$ cat config.mk
export PLATFORM = sky130hd
export DESIGN_NAME = vedic_mult_seq
export DESIGN_NICKNAME = d
export VERILOG_FILES = /design/src/rtl/vedic_mult_seq.sv
export SDC_FILE = /design/constraint.sdc
export NUM_CORES = 1
export LEC_CHECK = 0
export CAP_MARGIN = 30
export CORE_UTILIZATION = 50
export CTS_CLUSTER_SIZE = 30
export DETAILED_ROUTE_END_ITERATION = 10
export DONT_BUFFER_PORTS = 1
export SYNTH_ARGS = -nofsm -noshare
export SYNTH_HDL_FRONTEND = slang
export SYNTH_SLANG_ARGS = --single-unit
$ cat constraint.sdc
create_clock -name clk -period 16.2 [get_ports clk]
set_input_delay 3.24 -clock clk [delete_from_list [all_inputs] [get_ports clk]]
set_output_delay 3.24 -clock clk [all_outputs]
set_load 0.02 [all_outputs]
$ cat src/rtl/vedic_mult_seq.sv
// vedic_mult_seq -- multi-cycle signed/unsigned WIDTH x WIDTH multiplier.
//
// The multiplier operand is consumed one 4-bit digit per cycle. Each cycle a
// WIDTH x 4 partial product is formed from WIDTH/4 4x4 Vedic cells and an
// adder chain, shifted into place and added into a 2*WIDTH-bit accumulator.
// Signed operands are handled by multiplying magnitudes and negating the
// final sum, so the array only ever sees unsigned data.
//
// Ports:
//   clk        rising-edge clock
//   rst        synchronous, active-high reset (aborts any operation)
//   in_valid   a, b, is_signed are valid
//   in_ready   block is idle and will accept an operation
//   a          multiplicand (WIDTH bits)
//   b          multiplier (WIDTH bits)
//   is_signed  1: two's complement operands, 0: unsigned
//   out_valid  p holds a finished product
//   out_ready  consumer accepts p
//   p          product (2*WIDTH bits), registered

// 4x4 Vedic (Urdhva-Tiryakbhyam) multiplier built from four 2x2 cells.
module vedic4x4 (
   input  logic [3:0] x,
   input  logic [3:0] y,
   output logic [7:0] prod
);
   // 2x2 cell: vertical and crosswise products combined with two half adders.
   function automatic logic [3:0] v2x2(input logic [1:0] u, input logic [1:0] v);
      logic s0, s1, s2, s3, c1, t, w, hh;
      s0 = u[0] & v[0];
      t  = u[1] & v[0];
      w  = u[0] & v[1];
      s1 = t ^ w;
      c1 = t & w;
      hh = u[1] & v[1];
      s2 = hh ^ c1;
      s3 = hh & c1;
      return {s3, s2, s1, s0};
   endfunction

   logic [3:0] q_ll, q_hl, q_lh, q_hh;

   assign q_ll = v2x2(x[1:0], y[1:0]);
   assign q_hl = v2x2(x[3:2], y[1:0]);
   assign q_lh = v2x2(x[1:0], y[3:2]);
   assign q_hh = v2x2(x[3:2], y[3:2]);

   // Crosswise terms land at weight 4, the high vertical term at weight 16.
   assign prod = {4'b0000, q_ll}
               + {2'b00, q_hl, 2'b00}
               + {2'b00, q_lh, 2'b00}
               + {q_hh, 4'b0000};
endmodule

module vedic_mult_seq #(
   parameter int WIDTH = 24
) (
   input  logic                 clk,
   input  logic                 rst,
   input  logic                 in_valid,
   output logic                 in_ready,
   input  logic [WIDTH-1:0]     a,
   input  logic [WIDTH-1:0]     b,
   input  logic                 is_signed,
   output logic                 out_valid,
   input  logic                 out_ready,
   output logic [2*WIDTH-1:0]   p
);
   localparam int N  = WIDTH / 4;
   localparam int CW = (N > 1) ? $clog2(N) : 1;

   localparam logic [1:0] IDLE = 2'd0;
   localparam logic [1:0] CALC = 2'd1;
   localparam logic [1:0] DONE = 2'd2;

   logic [1:0]           state_reg;
   logic [CW-1:0]        count_reg;
   logic [2*WIDTH-1:0]   acc_reg;
   logic [2*WIDTH-1:0]   p_reg;
   logic [WIDTH-1:0]     ma_reg;
   logic [WIDTH-1:0]     mb_reg;
   logic                 neg_reg;

   // Magnitudes: the most negative value maps to 2^(WIDTH-1), which still
   // fits in WIDTH unsigned bits.
   logic [WIDTH-1:0] a_mag, b_mag;
   assign a_mag = (is_signed && a[WIDTH-1]) ? (WIDTH'(0) - a) : a;
   assign b_mag = (is_signed && b[WIDTH-1]) ? (WIDTH'(0) - b) : b;

   // Current multiplier digit selected by the iteration counter.
   logic [3:0] digit;
   assign digit = mb_reg[{count_reg, 2'b00} +: 4];

   // WIDTH x 4 partial product: one Vedic cell per multiplicand digit,
   // summed by a ripple of shifted adds.
   logic [7:0]       cell_prod [N];
   logic [WIDTH+3:0] pp_chain  [N];

   generate
      for (genvar gi = 0; gi < N; gi++) begin : g_cell
         vedic4x4 u_cell (
            .x    (ma_reg[4*gi +: 4]),
            .y    (digit),
            .prod (cell_prod[gi])
         );
         if (gi == 0) begin : g_first
            assign pp_chain[gi] = (WIDTH+4)'(cell_prod[gi]);
         end else begin : g_rest
            assign pp_chain[gi] = pp_chain[gi-1]
                                + ((WIDTH+4)'(cell_prod[gi]) << (4*gi));
         end
      end
   endgenerate

   logic [2*WIDTH-1:0] pp_shifted;
   logic [2*WIDTH-1:0] acc_next;
   assign pp_shifted = (2*WIDTH)'(pp_chain[N-1]) << {count_reg, 2'b00};
   assign acc_next   = acc_reg + pp_shifted;

   always_ff @(posedge clk) begin
      if (rst) begin
         state_reg <= IDLE;
         count_reg <= '0;
         acc_reg   <= '0;
         p_reg     <= '0;
         ma_reg    <= '0;
         mb_reg    <= '0;
         neg_reg   <= 1'b0;
      end else begin
         case (state_reg)
            IDLE: begin
               if (in_valid) begin
                  ma_reg    <= a_mag;
                  mb_reg    <= b_mag;
                  neg_reg   <= is_signed & (a[WIDTH-1] ^ b[WIDTH-1]);
                  acc_reg   <= '0;
                  count_reg <= '0;
                  state_reg <= CALC;
               end
            end
            CALC: begin
               acc_reg   <= acc_next;
               count_reg <= count_reg + 1'b1;
               if (count_reg == CW'(N-1)) begin
                  // Final digit: fold the last partial product straight into p.
                  p_reg     <= neg_reg ? ((2*WIDTH)'(0) - acc_next) : acc_next;
                  state_reg <= DONE;
               end
            end
            DONE: begin
               if (out_ready) begin
                  state_reg <= IDLE;
               end
            end
            default: begin
               state_reg <= IDLE;
            end
         endcase
      end
   end

   assign in_ready  = (state_reg == IDLE);
   assign out_valid = (state_reg == DONE);
   assign p         = p_reg;
endmodule

# ---- Yosys cells after proc, flatten, opt, wreduce, memory -nomap -nowiden
# Index checks and enable logic that the tools add are counted.
# Widths: inputs -> output; s select.
dict set report totals {
  reg_bits 150
}
dict set report op_classes {
  n_addsub 28
  n_eq_ne 6
  n_shift 2
  muxes 11
  n_bitwise 194
  n_reduce_logical 8
}
# cell count
set op_table {}
lappend op_table {{$and 1x1->1} 145}
lappend op_table {{$mux 48} 2}
lappend op_table {{$pmux 48 s2} 1}
lappend op_table {{$xor 1x1->1} 49}
lappend op_table {{$add 48x48->48} 1}
lappend op_table {{$add 8x6->8} 6}
lappend op_table {{$add 8x8->8} 6}
lappend op_table {{$mux 24} 2}
lappend op_table {{$shl 28x5->48} 1}
lappend op_table {{$sub 1x24->24 const A} 2}
lappend op_table {{$sub 1x48->48 const A} 1}
lappend op_table {{$add 4x6->7} 6}
lappend op_table {{$add 25x28->28} 1}
lappend op_table {{$add 21x24->25} 1}
lappend op_table {{$shiftx 24x6->4} 1}
lappend op_table {{$add 17x20->21} 1}
lappend op_table {{$add 13x16->17} 1}
lappend op_table {{$add 8x12->13} 1}
lappend op_table {{$mux 2} 3}
lappend op_table {{$pmux 2 s3} 1}
lappend op_table {{$pmux 3 s2} 1}
lappend op_table {{$reduce_and 2->1} 3}
lappend op_table {{$ne 2x2->1 const B} 2}
lappend op_table {{$add 3x1->3 const B} 1}
lappend op_table {{9 further kinds} 10}

# ---- Depth between registers and ports, before layout
dict set report depth {
  depth_word 16
  depth_mapped 48
  ltp_nobuf 45
}

# ---- Hierarchy
# Synthesis repeated with hierarchy kept, for this count alone.
dict set report unflattened {
  hier_cells 2045
  area_unflattened_um2 15363.5
}
# module n_inst cells_per_inst area_per_inst_um2 seq_area_each_um2
set by_module_without_submodules {}
lappend by_module_without_submodules {vedic_mult_seq 1 1697 12525.8 3002.9}
lappend by_module_without_submodules {vedic4x4 6 58 473.0 0.0}

# ---- Worst setup path after synthesis
# No wires, ideal clock.
dict set report synth_path {
  path_kind {reg-to-reg}
  startpoint {reg count_reg[0]}
  endpoint {reg p_reg[39] (netlist: p[39])}
  setup_ns 0.070
  t_arrival_ns 10.233
  t_required_ns 16.130
  slack_ns 5.897
  path_stages_with_launch 46
  n_path_buf 4
  synth_period_minus_slack_ns 10.303
  path_cell_list {dfxtp_1 -> clkbuf_1 -> buf_1 -> mux2i_1 -> nor2_1 -> a21oi_1 -> clkbuf_1 -> nor2b_1 -> ha_1 -> ha_1 -> ha_1 -> inv_1 -> fa_1 -> xor2_1 -> fa_1 -> fa_1 -> inv_1 -> a21o_1 -> [10 not listed] -> o311ai_0 -> xor2_1 -> mux2_2 -> mux2i_1 -> mux2_2 -> ha_1 -> buf_2 -> nand4_1 -> nor3_1 -> nand3_1 -> mux2_2 -> and4_1 -> or4_1 -> or4_1 -> o31ai_1 -> xnor2_1 -> nand2_1 -> a21oi_1}
}
dict set report synth_via {
  elab_chain_cells 16
  elab_cells_between_ends 222
}
# item line_no
set synth_rtl {}
lappend synth_rtl {{start, declared} 77} ;# logic [CW-1:0] count_reg;
lappend synth_rtl {{start signal, assigned} 143} ;# count_reg <= count_reg + 1'b1;
lappend synth_rtl {{$shiftx 24x6->4} 92} ;# assign digit = mb_reg[{count_reg, 2'b00} +: 4];
lappend synth_rtl {{$and 1x1->1 (on tied branches)} {31, 32}}
lappend synth_rtl {{$and 1x1->1} 34} ;# c1 = t & w;
lappend synth_rtl {{$xor 1x1->1 / $and 1x1->1 (equally long branches)} {36, 37}}
lappend synth_rtl {{$add 4x6->7} 50} ;# + {2'b00, q_hl, 2'b00}
lappend synth_rtl {{$add 8x6->8} 51} ;# + {2'b00, q_lh, 2'b00}
lappend synth_rtl {{$add 8x8->8} 52} ;# + {q_hh, 4'b0000};
lappend synth_rtl {{$add 8x12->13} 110} ;# + ((WIDTH+4)'(cell_prod[gi]) << (4*gi));
lappend synth_rtl {{$add 13x16->17} 110}
lappend synth_rtl {{$add 17x20->21} 110}
lappend synth_rtl {{$add 21x24->25} 110}
lappend synth_rtl {{$add 25x28->28} 110}
lappend synth_rtl {{$shl 28x5->48} 117} ;# assign pp_shifted = (2*WIDTH)'(pp_chain[N-1]) << {count_reg, 2'b00};
lappend synth_rtl {{$add 48x48->48} 118} ;# assign acc_next = acc_reg + pp_shifted;
lappend synth_rtl {{$sub 1x48->48} 146} ;# p_reg <= neg_reg ? ((2*WIDTH)'(0) - acc_next) : acc_next;
lappend synth_rtl {{$mux 48} 146}
lappend synth_rtl {{end signal, assigned} 146}
lappend synth_rtl {{end, declared} 79} ;# logic [2*WIDTH-1:0] p_reg;
# Parallel ways exist; a longest one is shown, timed or not.
# A chain may end at the register's enable or synchronous reset.

# ---- Worst setup path in the final report
dict set report layout_path {
  startpoint {reg count_reg[2]}
  endpoint {reg p_reg[44] (netlist: p[44])}
}
# Same word-level chain as after synthesis.

==> metrics.md <==
| Metric | Value |
|---|---|
| ANT nets after route | `0` |
| I/O Pins | `just over 100` |
| Final Max Slew Viols | `0` |
| Max frequency | `85.19 MHz` |
| Via/cell ratio | `6.078` |
| Pre-antenna DRT Iters | `8` |
| CTS tree | `done` |
| Worst path max stage delay | `about 0.65 ns` |
| DR iter-0 viols | `1,015` |
| P&R area growth vs syn | `4.792%` |
| Via count | `between 10,000 and 15,000` |
| Stages on the worst setup path | `40` |
| Peak supply drop | `0.09042 mV` |
| CTS Hold Bufs | `0` |
| CTS root buf | `clkbuf_16` |
| CTS buffer count | `17` |
| Final Cycle Share | `0.7246` |
| Switching pwr | `438.2 uW` |
| R2r startpoint | `count_reg[2]` |
| Largest net degree at the start of global routing | `151` |
| Worst Path Class, Setup | `reg -> reg` |
| Placer congestion estimate | `approximately 0.96` |
| CTS Buffer Depth | `2` |
| FF+latch count, synth | `150` |
| FILL cells | `between 3,000 and 4,000` |
| Placed Instances | `2,381` |
| CTS Sinks | `150` |
| Syn nets | `2,334` |
| Max Cap Violations | `0` |
| Initial antenna violation count | `0` |
| Leakage Power | `6.924 nW` |
| Switching Share | `0.3808` |
| Startpoint Class | `register` |
| Clock latency on the worst-skew pair | `0.46 ns` |
| Yosys cell types | `83` |
| R2R Setup Slk | `4.46 ns` |
| Post-synth EDFFs | `0` |
| Seq/Total Area, Yosys | `0.1904` |
| First-pass GRT wire length | `71.81 mm` |
| Starting Density | `0.5115` |
| Ys flop type | `dfxtp_1` |
| Slack of the critical path | `4.462 ns` |
| Power Density | `~70 mW/mm^2` |
| Most frequent CP cell | `ha_1` |
| CP max-delay cell | `nor3_1` |
| WL final | `44.69 mm` |
| Die H | `179.6 um` |
| Die X-Extent | `179.6 um` |
| Failing checks | `DRC` |
| Area post-placement | `0.01593 mm^2` |
| Post-CTS Resized | `0` |
| Sequential Power Share | `0.343` |
| Relative slew margins | `0.3130` |
| Total track usage | `0.2758` |
| Worst path buffer plus inverter count | `5` |
| Average cell area after synthesis | `7.556 um^2` |
| Final nets | `2,252` |
| HP Class | `reg -> reg` |
| Synth Warn # | `0` |
| Final instance area | `0.01653 mm^2` |
| Die ar. | `0.03225 mm^2` |
| Cell row count | `64` |
| CTS H-tree lvls | `4` |
| Min Hold Slack | `0.4484 ns` |
| Setup_tns | `0 ns` |
| Vias in the first global route | `13,760` |
| Worst Path Max Fanout | `35` |
| Drt wl/cell | `around 19 um` |
| Worst R2R Path Depth | `40` |
| Ys async rst share | `0` |
| Final Skew | `0.01272 ns` |
| RSZ-0062 raised after global routing | `no` |
| Final std cells w/o fill | `2,414` |
| Cells after Synth | `about 2,100` |
| Tot Pwr | `1.151 mW` |
| # setup viols final | `0` |
| Gr ovfl total | `0` |
| Hold Vio Cnt, Final | `0` |
| Port Buf Inserts | `0` |
| Residual DRC | `7` |
| Worst r2r dst | `p[44]` |
| HPWL after detailed placement | `34.67 mm` |
| Layout cell share with drive strength beyond 1 | `0.05104` |
| Worst EP arrival | `12.10 ns` |
| Finished Core Util | `0.5360` |
| Slew @ Worst Pin | `slightly above 1 ns` |
| Worst Setup EP | `p[44]` |
| Clock power frac | `0.344` |
| Pint | `712.6 uW` |
| Syn Std Cell Area | `around 0.016 mm^2` |
| Status | `finished, violations left` |
| Endpoint type of the worst setup path | `register` |
| N_diodes | `0` |
| Dpl ws | `3.800 ns` |
| Delay-heaviest family, CP | `adder cells` |
| CORE AREA | `0.03083 mm^2` |
| Buffer count from post-CTS setup fixing | `0` |
| Final min period | `11.74 ns` |
| Data required, critical path | `16.56 ns` |
| Worst Setup SP | `count_reg[2]` |
| Comb pwr share | `0.313` |
| Clock slew at reported path FFs | `about 0.070 ns` |
-- tightest hold or removal path, cell delays in order, from the launching register on --
cell and delay (ns):
dfxtp_1 0.31, nand2_1 0.05, a21oi_1 0.05
-- layout by cell type, fill, tap and decap left out, drive strengths merged, types with 9 or more instances in the layout --
master / netlist / routed
buf: 20 / 15
clkbuf: 96 / 17
and3: 12 / 12
nor2b: 100 / 100
nand2: 203 / 203
nor4: 11 / 11
a21oi: 187 / 187
o31ai: 17 / 17
o21ai: 95 / 95
and4: 9 / 9
o211ai: 11 / 11
o21a: 13 / 13
nand2b: 19 / 19
xor2: 74 / 74
o21bai: 9 / 9
and2: 25 / 25
ha: 167 / 167
nand4: 19 / 19
dfxtp: 150 / 150
fa: 27 / 27
mux2: 11 / 11
a31oi: 30 / 30
mux2i: 33 / 33
nor2: 197 / 197
a211oi: 88 / 88
a21o: 31 / 31
nand3: 67 / 67
or3: 20 / 20
o22ai: 13 / 13
xnor2: 92 / 92
inv: 98 / 105
nor3: 42 / 42
a311oi: 11 / 11
-- layout make-up --
class / instances / area, um^2 / area share
Clock inverter: 15 / 140.1 / 0.008480
Tap cell: 396 / 495.5 / 0.02998
Inverter: 100 / 375.4 / 0.02271
Sequential cell: 150 / 3003 / 0.1817
Timing Repair Buffer: 15 / 132.6 / 0.008025
Clock buffer: 17 / 425.4 / 0.02574
Multi-Input combinational cell: 1721 / 11950 / 0.7234
-- synth_stat cells (25+ instances only) --
library cell | number | area [um^2]
nor3_1 | 42 | 210.2
nand2_1 | 203 | 762.0
and2_1 | 25 | 156.4
nand3_1 | 67 | 335.3
a21o_1 | 31 | 232.7
nor2b_1 | 100 | 625.6
ha_1 | 167 | 2090
inv_1 | 97 | 364.1
dfxtp_1 | 150 | 3003
a21oi_1 | 183 | 915.9
fa_1 | 27 | 540.5
xor2_1 | 74 | 648.1
o21ai_0 | 77 | 385.4
xnor2_1 | 92 | 805.8
mux2i_1 | 33 | 330.3
a31oi_1 | 30 | 187.7
clkbuf_1 | 96 | 360.4
a211oi_1 | 85 | 638.1
nor2_1 | 197 | 739.5
-- worst min path at each step --
stage               startpoint         end  slack (ns)  cells past startpoint
floorplan           mb_reg[16]  mb_reg[16]        0.43                      2
finish              mb_reg[18]  mb_reg[18]        0.45                      2
detailed placement  mb_reg[18]  mb_reg[18]        0.44                      2
CTS                 mb_reg[18]  mb_reg[18]        0.45                      2
global route        mb_reg[23]  mb_reg[23]        0.47                      2
global placement    mb_reg[18]  mb_reg[18]        0.44                      2
-- cells by family after synthesis --
| kind of cell | after synthesis | share of synthesized area |
|---|---|---|
| AO/OA/AOI/OAI | 559 | 0.2295 |
| XOR/XNOR | 166 | 0.09219 |
| adder cells (fa/ha/maj) | 194 | 0.1668 |
| buffers and inverters | 216 | 0.05308 |
| flip-flops | 150 | 0.1904 |
| multiplexers | 48 | 0.03451 |
| AND/OR/NAND/NOR | 754 | 0.2335 |
-- power by group through the flow --
| stage | logic, mW | registers (mW) | clock network (mW) |
|---|---|---|---|
| finish | 0.360 | 0.395 | 0.396 |
| global route | 0.395 | 0.397 | 0.419 |
| CTS | 0.357 | 0.395 | 0.404 |
| global placement | 0.354 | 0.403 | 0 |
| detailed placement | 0.355 | 0.403 | 0 |
| floorplan | 0.276 | 0.398 | 0 |
-- layer usage --
layer | vias to the layer above | track usage | wire length [um]
met5 | - | 0 | 0
met1 | 6904 | 0.3704 | 20580
met2 | 405 | 0.4427 | 20210
li1 | 7284 | - | -
met3 | 80 | 0.04720 | 2620
met4 | 0 | 0.1021 | 1280
Note: power is estimated with default switching activity, not from simulation.
==> RTL change (config.mk and constraints unchanged) <==
Change the parameter `WIDTH` from 24 to 32.
--- a/src/rtl/vedic_mult_seq.sv
+++ b/src/rtl/vedic_mult_seq.sv
@@ -53,7 +53,7 @@
 endmodule
 
 module vedic_mult_seq #(
-   parameter int WIDTH = 24
+   parameter int WIDTH = 32
 ) (
    input  logic                 clk,
    input  logic                 rst,
Interface: changed (resized a, b and p); port bits go from 103 to 135. The function was not compared with the original's and may differ.
==> RTL change against the unedited design <==
  * Cell area rose by 35%
  * Clock skew up 0.0040 ns
  * Count of clock-buffer cells in the layout grew 1
  * Worst setup slack got worse by 1.6 ns
  * Sequential cell count rose by 48
  * Final cell count grew 36%
  * Via count is 40% higher
  * Synthesized area rose by 36%
  * Wire length rose by 52%
  * Fmax shrank 12%
  * Power grew 31%
  * Highest routed layer unchanged
==> RTL change: results (changes against the unedited design) <==
count of cell types in the netlist 84 (+1.2%); DR pass1 iterations 6 (-2); largest net degree at the start of global routing 201 (+33%); hpwl dp 53430 um (+54%); Detailed Route Iter0 Violations 1649 (+62%); Syn Nets 3180 (+36%); routed length per instance 20.79 um (+12%); GRT Resource Usage Total 31.63% (+4.0 points); initial antenna violation count 1 (+1); leak pwr 9.470 nW (+37%); Synth area leaders dfxtp_1 (19%), ha_1 (13%), a21oi_1 (5.8%); Seq/Total Area, Yosys 18.50% (-0.54 points); status completed; global-route wire length before repair 108900 um (+52%); Setup crit start count_reg[0]; max incr delay on CP 0.68 ns (+0.03 ns); R2R cell count 42 (+5.0%); Hold EP mb_reg[31]; Max VDD drop 0.06781 mV (-25%); worst-margin pin slew 0.9939 ns (-0.02066 ns); FF-to-FF End p[63]; hold_sp mb_reg[31]; Final GP Congestion 0.9661 (+0.95%); clock latency on the worst-skew pair 0.52 ns (+0.06 ns); worst path arrival time 13.80 ns (+1.70 ns)
==> RTL change: changes by cell type after synthesis, moves of 41 or more <==
cell and delta:
nor2_1 +71, a21oi_1 +64, clkbuf_1 +58, ha_1 +56, o21ai_0 +54, dfxtp_1 +48
nand2_1 +41
==> RTL change: layout make-up <==
class / count / area (um^2)
repair buffers: 20 / 150.1
inverters: 139 / 521.8
multi-input cells: 2349 / 16330
well taps: 539 / 674.4
clock buffers: 18 / 439.2
flip-flops and latches: 198 / 3968
fillers: 4189 / 19880
clock inverters: 14 / 171.4
==> RTL change: cells by family (layout without fill, tap and decap cells) <==
| group | after synthesis | count (layout) | share of synthesized area [%] |
|---|---|---|---|
| flops | 198 | 198 | 18.50 |
| compound gates | 809 | 809 | 24.75 |
| buf+inv | 306 | 191 | 5.414 |
| fa+ha+maj | 258 | 258 | 16.30 |
| xor+xnor | 220 | 220 | 9.059 |
| simple gates | 1009 | 1009 | 22.91 |
| mux | 53 | 53 | 3.061 |
==> RTL change: how the worst max path moves through the flow <==
stage,end,slack [ns],cells past startpoint
after floorplan,p[62],4.95,43
after global placement,p[59],3.44,42
after detailed placement,p[63],3.19,42
after CTS,p[63],3.13,42
after global routing,p[59],2.15,42
final,p[63],2.82,42
==> RTL change: worst max-delay path, delay by kind of cell, from the launching register on <==
kind / cells / cell delay (ns)
muxes: 4 / 1.09
adders and majority gates: 8 / 3.08
buffers and inverters: 4 / 1.09
and+or+nand+nor: 14 / 4.05
DFF: 1 / 0.32
xor gates and xnor gates: 3 / 0.74
AOI/OAI and AO/OA: 9 / 2.83
==> RTL change: routing by layer <==
metal | wire length (um) | GRT usage [%] | share of wire (%)
met2 | 31830 | 52.77 | 47
met3 | 3868 | 4.944 | 5.7
met1 | 30730 | 41.46 | 45
met5 | 0 | 0 | 0
met4 | 1680 | 10.55 | 2.5
==> RTL change: report_power, final <==
group	switching [mW]	internal [mW]	total (mW)	leakage [nW]
clock network	0.238	0.226	0.464	0.302
logic	0.333	0.182	0.515	7.56
registers	0.0178	0.506	0.524	1.61
total	0.589	0.914	1.50	9.47
==> RTL change: through the flow <==
step | power (mW) | hold WS (ns) | worst slack (ns) | std cells | cell area (um^2)
6_report | 1.503 | 0.4697 | 2.819 | 3277 | 22260
5_1_grt | 1.585 | 0.4849 | 2.154 | 3277 | 22260
4_1_cts | 1.512 | 0.4652 | 3.131 | 3277 | 22260
3_5_place_dp | 1.041 | 0.4539 | 3.193 | 3245 | 21640
3_3_place_gp | 1.037 | 0.4441 | 3.437 | 3245 | 21640
2_1_floorplan | 0.9098 | 0.4290 | 4.948 | 2853 | 21420
